==> config.mk <==
export PLATFORM = sky130hd
export DESIGN_NAME = csa_word_sequencer
export DESIGN_NICKNAME = d
export VERILOG_FILES = /design/src/rtl/csa_word_sequencer.sv
export SDC_FILE = /design/constraint.sdc
export NUM_CORES = 1
export LEC_CHECK = 0
export CAP_MARGIN = 15
export CORE_MARGIN = 5
export CORE_UTILIZATION = 45
export CTS_BUF_LIST = sky130_fd_sc_hd__clkbuf_2 sky130_fd_sc_hd__clkbuf_4 sky130_fd_sc_hd__clkbuf_8
export DETAILED_ROUTE_END_ITERATION = 6
export PLACE_DENSITY = 0.75
export SKIP_LAST_GASP = 1
export SYNTH_ARGS = -nofsm -noshare
export SYNTH_HDL_FRONTEND = slang
export SYNTH_SLANG_ARGS = --single-unit
==> constraint.sdc <==
create_clock -name i_clk -period 1.8 [get_ports i_clk]
set_input_delay 0.45 -clock i_clk [delete_from_list [all_inputs] [get_ports i_clk]]
set_output_delay 0.45 -clock i_clk [all_outputs]
set_load 0.02 [all_outputs]
==> src/rtl/csa_word_sequencer.sv <==
// ---------------------------------------------------------------------------
// csa_word_sequencer
//   Multi-cycle word adder built around an external 4-bit carry select adder.
//   One W-bit operand pair (W = 4*WORDS) is accepted over a valid/ready
//   handshake, fed through the csa one 4-bit slice per clock with the carry
//   rippled in a register, and the assembled sum is returned over an output
//   valid/ready handshake.
//
//   Optional build macro: CSA_SEQ_OVF_EN
//     When defined, adds o_result_ovf, the two's-complement signed overflow
//     of the W-bit add, captured alongside the result.
//
//   state | meaning
//   ------+---------------------------------------------------------------
//   IDLE  | waiting for an operand pair, in_ready=1, csa inputs forced to 0
//   RUN   | one slice per cycle through the csa, idx selects the slice
//   DONE  | result presented with out_valid=1, held until out_ready
// ---------------------------------------------------------------------------
module csa_word_sequencer #(
    parameter int WORDS = 4
) (
    input  logic               i_clk,
    input  logic               i_rst,
    input  logic               i_in_valid,
    output logic               o_in_ready,
    input  logic [4*WORDS-1:0] i_op_a,
    input  logic [4*WORDS-1:0] i_op_b,
    input  logic               i_op_cin,
    output logic [3:0]         o_csa_a,
    output logic [3:0]         o_csa_b,
    output logic               o_csa_cin,
    input  logic [3:0]         i_csa_sum,
    input  logic               i_csa_cout,
    output logic               o_out_valid,
    input  logic               i_out_ready,
    output logic [4*WORDS-1:0] o_result,
`ifdef CSA_SEQ_OVF_EN
    output logic               o_result_ovf,
`endif
    output logic               o_result_cout
);

    localparam int W     = 4 * WORDS;
    localparam int IDX_W = (WORDS > 1) ? $clog2(WORDS) : 1;
    localparam logic [IDX_W-1:0] LAST_IDX = IDX_W'(WORDS - 1);

    typedef enum logic [1:0] {
        S_IDLE = 2'd0,
        S_RUN  = 2'd1,
        S_DONE = 2'd2
    } state_t;

    state_t           r_state;
    logic [IDX_W-1:0] r_idx;
    logic             r_carry;
    logic [W-1:0]     r_a;
    logic [W-1:0]     r_b;
    logic [W-1:0]     r_result;
    logic             r_result_cout;
    logic             r_in_ready;
    logic             r_out_valid;

    logic [3:0]       w_a_slice;
    logic [3:0]       w_b_slice;
    logic             w_run;
    logic             w_accept;
    logic             w_last;

`ifdef CSA_SEQ_OVF_EN
    logic             r_result_ovf;
    logic             w_ovf;

    // Signed overflow: operands share a sign but the top sum bit differs.
    assign w_ovf = (r_a[W-1] == r_b[W-1]) && (i_csa_sum[3] != r_a[W-1]);
`endif

    assign w_run    = (r_state == S_RUN);
    assign w_accept = i_in_valid && r_in_ready;
    assign w_last   = (r_idx == LAST_IDX);

    // Slice mux written as a compare loop so non power-of-two WORDS never
    // selects past the end of the operand.
    always_comb begin
        w_a_slice = 4'd0;
        w_b_slice = 4'd0;
        for (int k = 0; k < WORDS; k++) begin
            if (r_idx == IDX_W'(k)) begin
                w_a_slice = r_a[4*k +: 4];
                w_b_slice = r_b[4*k +: 4];
            end
        end
    end

    // Drive the csa only while running; zeros keep it quiet otherwise.
    always_comb begin
        o_csa_a   = 4'd0;
        o_csa_b   = 4'd0;
        o_csa_cin = 1'b0;
        if (w_run) begin
            o_csa_a   = w_a_slice;
            o_csa_b   = w_b_slice;
            o_csa_cin = r_carry;
        end
    end

    // Sequencer FSM with registered handshake outputs and datapath capture.
    always_ff @(posedge i_clk) begin
        if (i_rst) begin
            r_state       <= S_IDLE;
            r_idx         <= '0;
            r_carry       <= 1'b0;
            r_a           <= '0;
            r_b           <= '0;
            r_result      <= '0;
            r_result_cout <= 1'b0;
            r_in_ready    <= 1'b1;
            r_out_valid   <= 1'b0;
`ifdef CSA_SEQ_OVF_EN
            r_result_ovf  <= 1'b0;
`endif
        end else begin
            unique case (r_state)
                S_IDLE: begin
                    if (w_accept) begin
                        r_a        <= i_op_a;
                        r_b        <= i_op_b;
                        r_carry    <= i_op_cin;
                        r_idx      <= '0;
                        r_result   <= '0;
                        r_in_ready <= 1'b0;
`ifdef CSA_SEQ_OVF_EN
                        r_result_ovf <= 1'b0;
`endif
                        r_state    <= S_RUN;
                    end
                end

                S_RUN: begin
                    for (int k = 0; k < WORDS; k++) begin
                        if (r_idx == IDX_W'(k)) begin
                            r_result[4*k +: 4] <= i_csa_sum;
                        end
                    end
                    r_carry <= i_csa_cout;
                    if (w_last) begin
                        r_result_cout <= i_csa_cout;
                        r_idx         <= '0;
                        r_out_valid   <= 1'b1;
`ifdef CSA_SEQ_OVF_EN
                        r_result_ovf  <= w_ovf;
`endif
                        r_state       <= S_DONE;
                    end else begin
                        r_idx <= r_idx + IDX_W'(1);
                    end
                end

                S_DONE: begin
                    // No overlap: in_ready only returns once back in IDLE.
                    if (i_out_ready) begin
                        r_out_valid <= 1'b0;
                        r_in_ready  <= 1'b1;
                        r_state     <= S_IDLE;
                    end
                end

                default: begin
                    r_state     <= S_IDLE;
                    r_idx       <= '0;
                    r_in_ready  <= 1'b1;
                    r_out_valid <= 1'b0;
                end
            endcase
        end
    end

    assign o_in_ready    = r_in_ready;
    assign o_out_valid   = r_out_valid;
    assign o_result      = r_result;
    assign o_result_cout = r_result_cout;
`ifdef CSA_SEQ_OVF_EN
    assign o_result_ovf  = r_result_ovf;
`endif

endmodule

==> metrics.txt <==
# TYPE chip_impl_metric gauge
chip_impl_metric{name="die_h",unit="um"} 85.6
chip_impl_metric{name="floorplan.io_pins",unit=""} 70
chip_impl_metric{name="power.density_cell_area",unit="mW/mm^2"} 744
chip_impl_info{name="worst_path_max_delay_cell",value="sky130_fd_sc_hd__dfxtp_4"} 1
chip_impl_metric{name="final_max_slew_viol_count",unit=""} 0
chip_impl_info{name="root_buffer",value="sky130_fd_sc_hd__clkbuf_8"} 1
chip_impl_metric{name="timing.final.hold_violations",unit=""} 0
chip_impl_metric{name="detailedPlace.worstSlack",unit="ns"} -0.567
chip_impl_metric{name="yosysWarningCount",unit=""} 0
chip_impl_metric{name="design.die.area",unit="mm^2"} 0.00733
chip_impl_metric{name="final.period_utilization",unit=""} 1.22
chip_impl_metric{name="die_width",unit="um"} 85.6
chip_impl_metric{name="max_clock_freq",unit="MHz"} 455
chip_impl_metric{name="drtPass1Iterations",unit=""} 4
chip_impl_info{name="leading_cell_type_in_the_layout_fill_and_taps_excluded",value="sky130_fd_sc_hd__nand2_1"} 1
chip_impl_info{name="tritoncts_clock_tree",value="done"} 1
chip_impl_metric{name="cts-hold-fix-buffers",unit=""} 0
chip_impl_metric{name="postLayoutCoreUtil",unit=""} 0.692
chip_impl_metric{name="yosys_register_bits",unit=""} 56
chip_impl_metric{name="clkSlewWorstSetupHoldPaths",unit="ns"} 0.10
chip_impl_metric{name="crit_required",unit="ns"} 1.35
chip_impl_metric{name="synth.cell_area",unit="mm^2"} 0.00257
chip_impl_metric{name="final_area",unit="mm^2"} 0.00383
chip_impl_info{name="yosys.area.top_type",value="sky130_fd_sc_hd__dfxtp_1"} 1
chip_impl_metric{name="detailroute.via_count",unit=""} 2312
chip_impl_info{name="unrepaired_setup_endpoints_after_global_routing",value="true"} 1
chip_impl_metric{name="first_global_vias",unit=""} 2422
chip_impl_metric{name="overflow",unit=""} 0
chip_impl_metric{name="maxCapViolations",unit=""} 0
chip_impl_metric{name="synth_seq_area_share",unit=""} 0.436
chip_impl_info{name="timing_worst_setup_path_type",value="register to output pin"} 1
chip_impl_metric{name="post-route-drc-count",unit=""} 0
chip_impl_metric{name="grt_pass1_wl",unit="um"} 11300
chip_impl_metric{name="synthCells",unit=""} 288
chip_impl_metric{name="drive_gt1_frac",unit=""} 0.249
chip_impl_info{name="status",value="finished, violations left"} 1
chip_impl_metric{name="critical-path-max-stage-delay",unit="ns"} 0.38
chip_impl_metric{name="totalWireLength",unit="um"} 6900
chip_impl_metric{name="worst-endpoint-arrival",unit="ns"} 1.75
chip_impl_metric{name="static-leakage-power",unit="nW"} 1.34
chip_impl_metric{name="antenna_found_initial",unit=""} 0
chip_impl_metric{name="floorplan.initialDensity",unit=""} 0.464
chip_impl_metric{name="post-synth-top-area-fraction",unit=""} 0.436
chip_impl_metric{name="final_critical_path_required_period",unit="ns"} 2.20
chip_impl_info{name="min-delay-path-class",value="register to register"} 1
chip_impl_metric{name="num_rows",unit=""} 27
chip_impl_metric{name="postRouteAntennaNets",unit=""} 0
chip_impl_info{name="netlist_top_cells_area",value="sky130_fd_sc_hd__dfxtp_1 (44%), sky130_fd_sc_hd__nand2_1 (9.6%), sky130_fd_sc_hd__o32ai_1 (5.4%)"} 1
chip_impl_metric{name="timing.critical_path.fanout_max",unit=""} 8
chip_impl_metric{name="global_route.usage.total",unit=""} 0.189
chip_impl_metric{name="setup_viol_count_final",unit=""} 8
chip_impl_info{name="most-common-layout-cells",value="sky130_fd_sc_hd__nand2_1 (66), sky130_fd_sc_hd__clkdlybuf4s50_1 (58), sky130_fd_sc_hd__dfxtp_1 (52)"} 1
chip_impl_metric{name="worst-slew-pin-transition",unit="ns"} 0.390
chip_impl_info{name="violations",value="setup timing"} 1
chip_impl_metric{name="io_buffers",unit=""} 69
chip_impl_metric{name="max-slew-margin-rel",unit=""} 0.740
chip_impl_metric{name="avgRoutedWirePerCell",unit="um"} 15.9
chip_impl_info{name="critPathLaunchType",value="register"} 1
chip_impl_metric{name="syn_nets",unit=""} 334
chip_impl_metric{name="ys_types",unit=""} 33
chip_impl_metric{name="clock_tree.buffer_depth",unit=""} 2
chip_impl_metric{name="clock_skew",unit="ns"} 0.00608
chip_impl_metric{name="syn_avg_cell_area",unit="um^2"} 8.93
chip_impl_metric{name="place_area",unit="mm^2"} 0.00349
chip_impl_metric{name="dr.first_iter.drc_count",unit=""} 92
chip_impl_metric{name="cts_inserted_buffers",unit=""} 5
chip_impl_metric{name="grt_start_max_net_pins",unit=""} 38
chip_impl_metric{name="cts_sinks",unit=""} 56
chip_impl_metric{name="route.detailed.vias_per_inst",unit=""} 5.33
chip_impl_metric{name="hold-worst-slack",unit="ns"} 0.464
chip_impl_metric{name="globalplace.congestion",unit=""} 0.755
chip_impl_metric{name="fin_ws",unit="ns"} -0.398
chip_impl_metric{name="hpwl_detailed",unit="um"} 4510
chip_impl_info{name="path_cells",value="inv_4, ha_4, nor2b_4, buf_12, a221oi_4, o41ai_4, buf_4"} 1
chip_impl_metric{name="htreeDepth",unit=""} 2
chip_impl_metric{name="antenna-diode-count",unit=""} 0
chip_impl_metric{name="clock_latency",unit="ns"} 0.31
chip_impl_metric{name="area_growth_syn_to_layout",unit="%"} 49.1
chip_impl_metric{name="vdd.ir_drop.worst",unit="mV"} 0.368
chip_impl_metric{name="design.core.area",unit="mm^2"} 0.00554
chip_impl_metric{name="num-nets-final",unit=""} 407
chip_impl_info{name="setup.worst_path.end_class",value="output pin"} 1
==> final timing paths <==
kind	startpoint	to	slack [ns]	cells after the start
max	r_idx[0]$_SDFFE_PP0P_	o_csa_a[1]	-0.40	7
min	r_a[14]$_SDFFE_PP0P_	r_a[14]$_SDFFE_PP0P_	0.46	2
max reg2reg	r_idx[1]$_SDFFE_PP0P_	o_result[13]$_SDFFE_PP0P_	0.17	7
min reg2reg	r_a[14]$_SDFFE_PP0P_	r_a[14]$_SDFFE_PP0P_	0.46	2
==> cell families (layout without fill, tap and decap cells) <==
group           after synthesis  after routing  synth area share
compound gates               74             74             0.235
fa+ha+maj                     4              4            0.0195
buf+inv                      43            116            0.0982
flops                        56             56             0.436
simple gates                111            112             0.211
==> worst max-delay path: cells and delay by family, from the launching register on <==
| family | cells | cell delay, ns |
|---|---|---|
| DFF | 1 | 0.38 |
| and+or+nand+nor | 1 | 0.16 |
| AOI/OAI and AO/OA | 2 | 0.32 |
| adders and majority gates | 1 | 0.13 |
| buffers and inverters | 3 | 0.44 |
==> synthesized netlist by cell type <==
cell                        count
sky130_fd_sc_hd__buf_2          5
sky130_fd_sc_hd__o32ai_1       16
sky130_fd_sc_hd__a221oi_1       8
sky130_fd_sc_hd__a32oi_1        2
sky130_fd_sc_hd__nor2b_4        1
sky130_fd_sc_hd__clkbuf_1       2
sky130_fd_sc_hd__dfxtp_1       56
sky130_fd_sc_hd__and4bb_1       1
sky130_fd_sc_hd__and2_1         1
sky130_fd_sc_hd__a22oi_1        1
sky130_fd_sc_hd__buf_1          1
sky130_fd_sc_hd__clkbuf_2       2
sky130_fd_sc_hd__nand4bb_1      1
sky130_fd_sc_hd__o21a_1         2
sky130_fd_sc_hd__buf_4          6
sky130_fd_sc_hd__nand2_1       66
sky130_fd_sc_hd__inv_1         19
sky130_fd_sc_hd__o41ai_2        8
sky130_fd_sc_hd__and2b_4        1
sky130_fd_sc_hd__ha_1           4
sky130_fd_sc_hd__nand2_2        4
sky130_fd_sc_hd__nand3_1       10
sky130_fd_sc_hd__nand2b_1       5
sky130_fd_sc_hd__o21bai_1       1
sky130_fd_sc_hd__a21oi_2       10
sky130_fd_sc_hd__nor3b_1        1
sky130_fd_sc_hd__nand3b_2       1
sky130_fd_sc_hd__a21oi_1       26
sky130_fd_sc_hd__nand3b_1       4
sky130_fd_sc_hd__buf_6          8
sky130_fd_sc_hd__nor2b_1        8
sky130_fd_sc_hd__nor2_1         6
sky130_fd_sc_hd__nand2b_4       1
==> layout make-up <==
cell class,count,area [um^2]
clock buffers,7,96.3
well taps,72,90.1
clock inverters,1,30.0
repair buffers,89,877
inverters,19,73.8
flip-flops and latches,56,1130
multi-input cells,190,1540
fillers,442,1710
==> flip-flops by register name (all words and copies together), names as in the netlist <==
register / count
o_in_ready: 1
o_out_valid: 1
o_result: 16
o_result_cout: 1
r_a: 16
r_b: 16
r_carry: 1
r_idx: 2
r_state: 2
==> repair_timing <==
action                     in CTS  in global routing
pin swaps                       0                  1
setup buffers                   2                  1
gates cloned                    1                  0
setup endpoints to repair      10                  9
gates resized for setup        75                  3
==> power breakdown <==
part	internal [mW]	total [mW]	leakage, nW	switching [mW]
clock	0.491	0.902	0.0645	0.410
combinational	0.291	0.590	0.816	0.299
sequential	1.30	1.36	0.459	0.0624
total	2.08	2.85	1.34	0.772
==> per-stage QoR <==
step	power [mW]	setup TNS [ns]	std cells
floorplan	1.69	-0.136	288
global placement	1.86	-4.07	422
detailed placement	1.87	-4.49	422
CTS	2.85	-2.97	433
global route	2.96	-3.55	434
finish	2.85	-2.95	434
==> per-layer routing <==
metal / GRT usage / wire [um] / up-vias
li1: - / - / 1139
met1: 0.206 / 2880 / 1091
met2: 0.359 / 3510 / 71
met3: 0.0451 / 391 / 11
met4: 0.0561 / 122 / 0
met5: 0 / 0 / -
(Power assumes the default switching activity.)
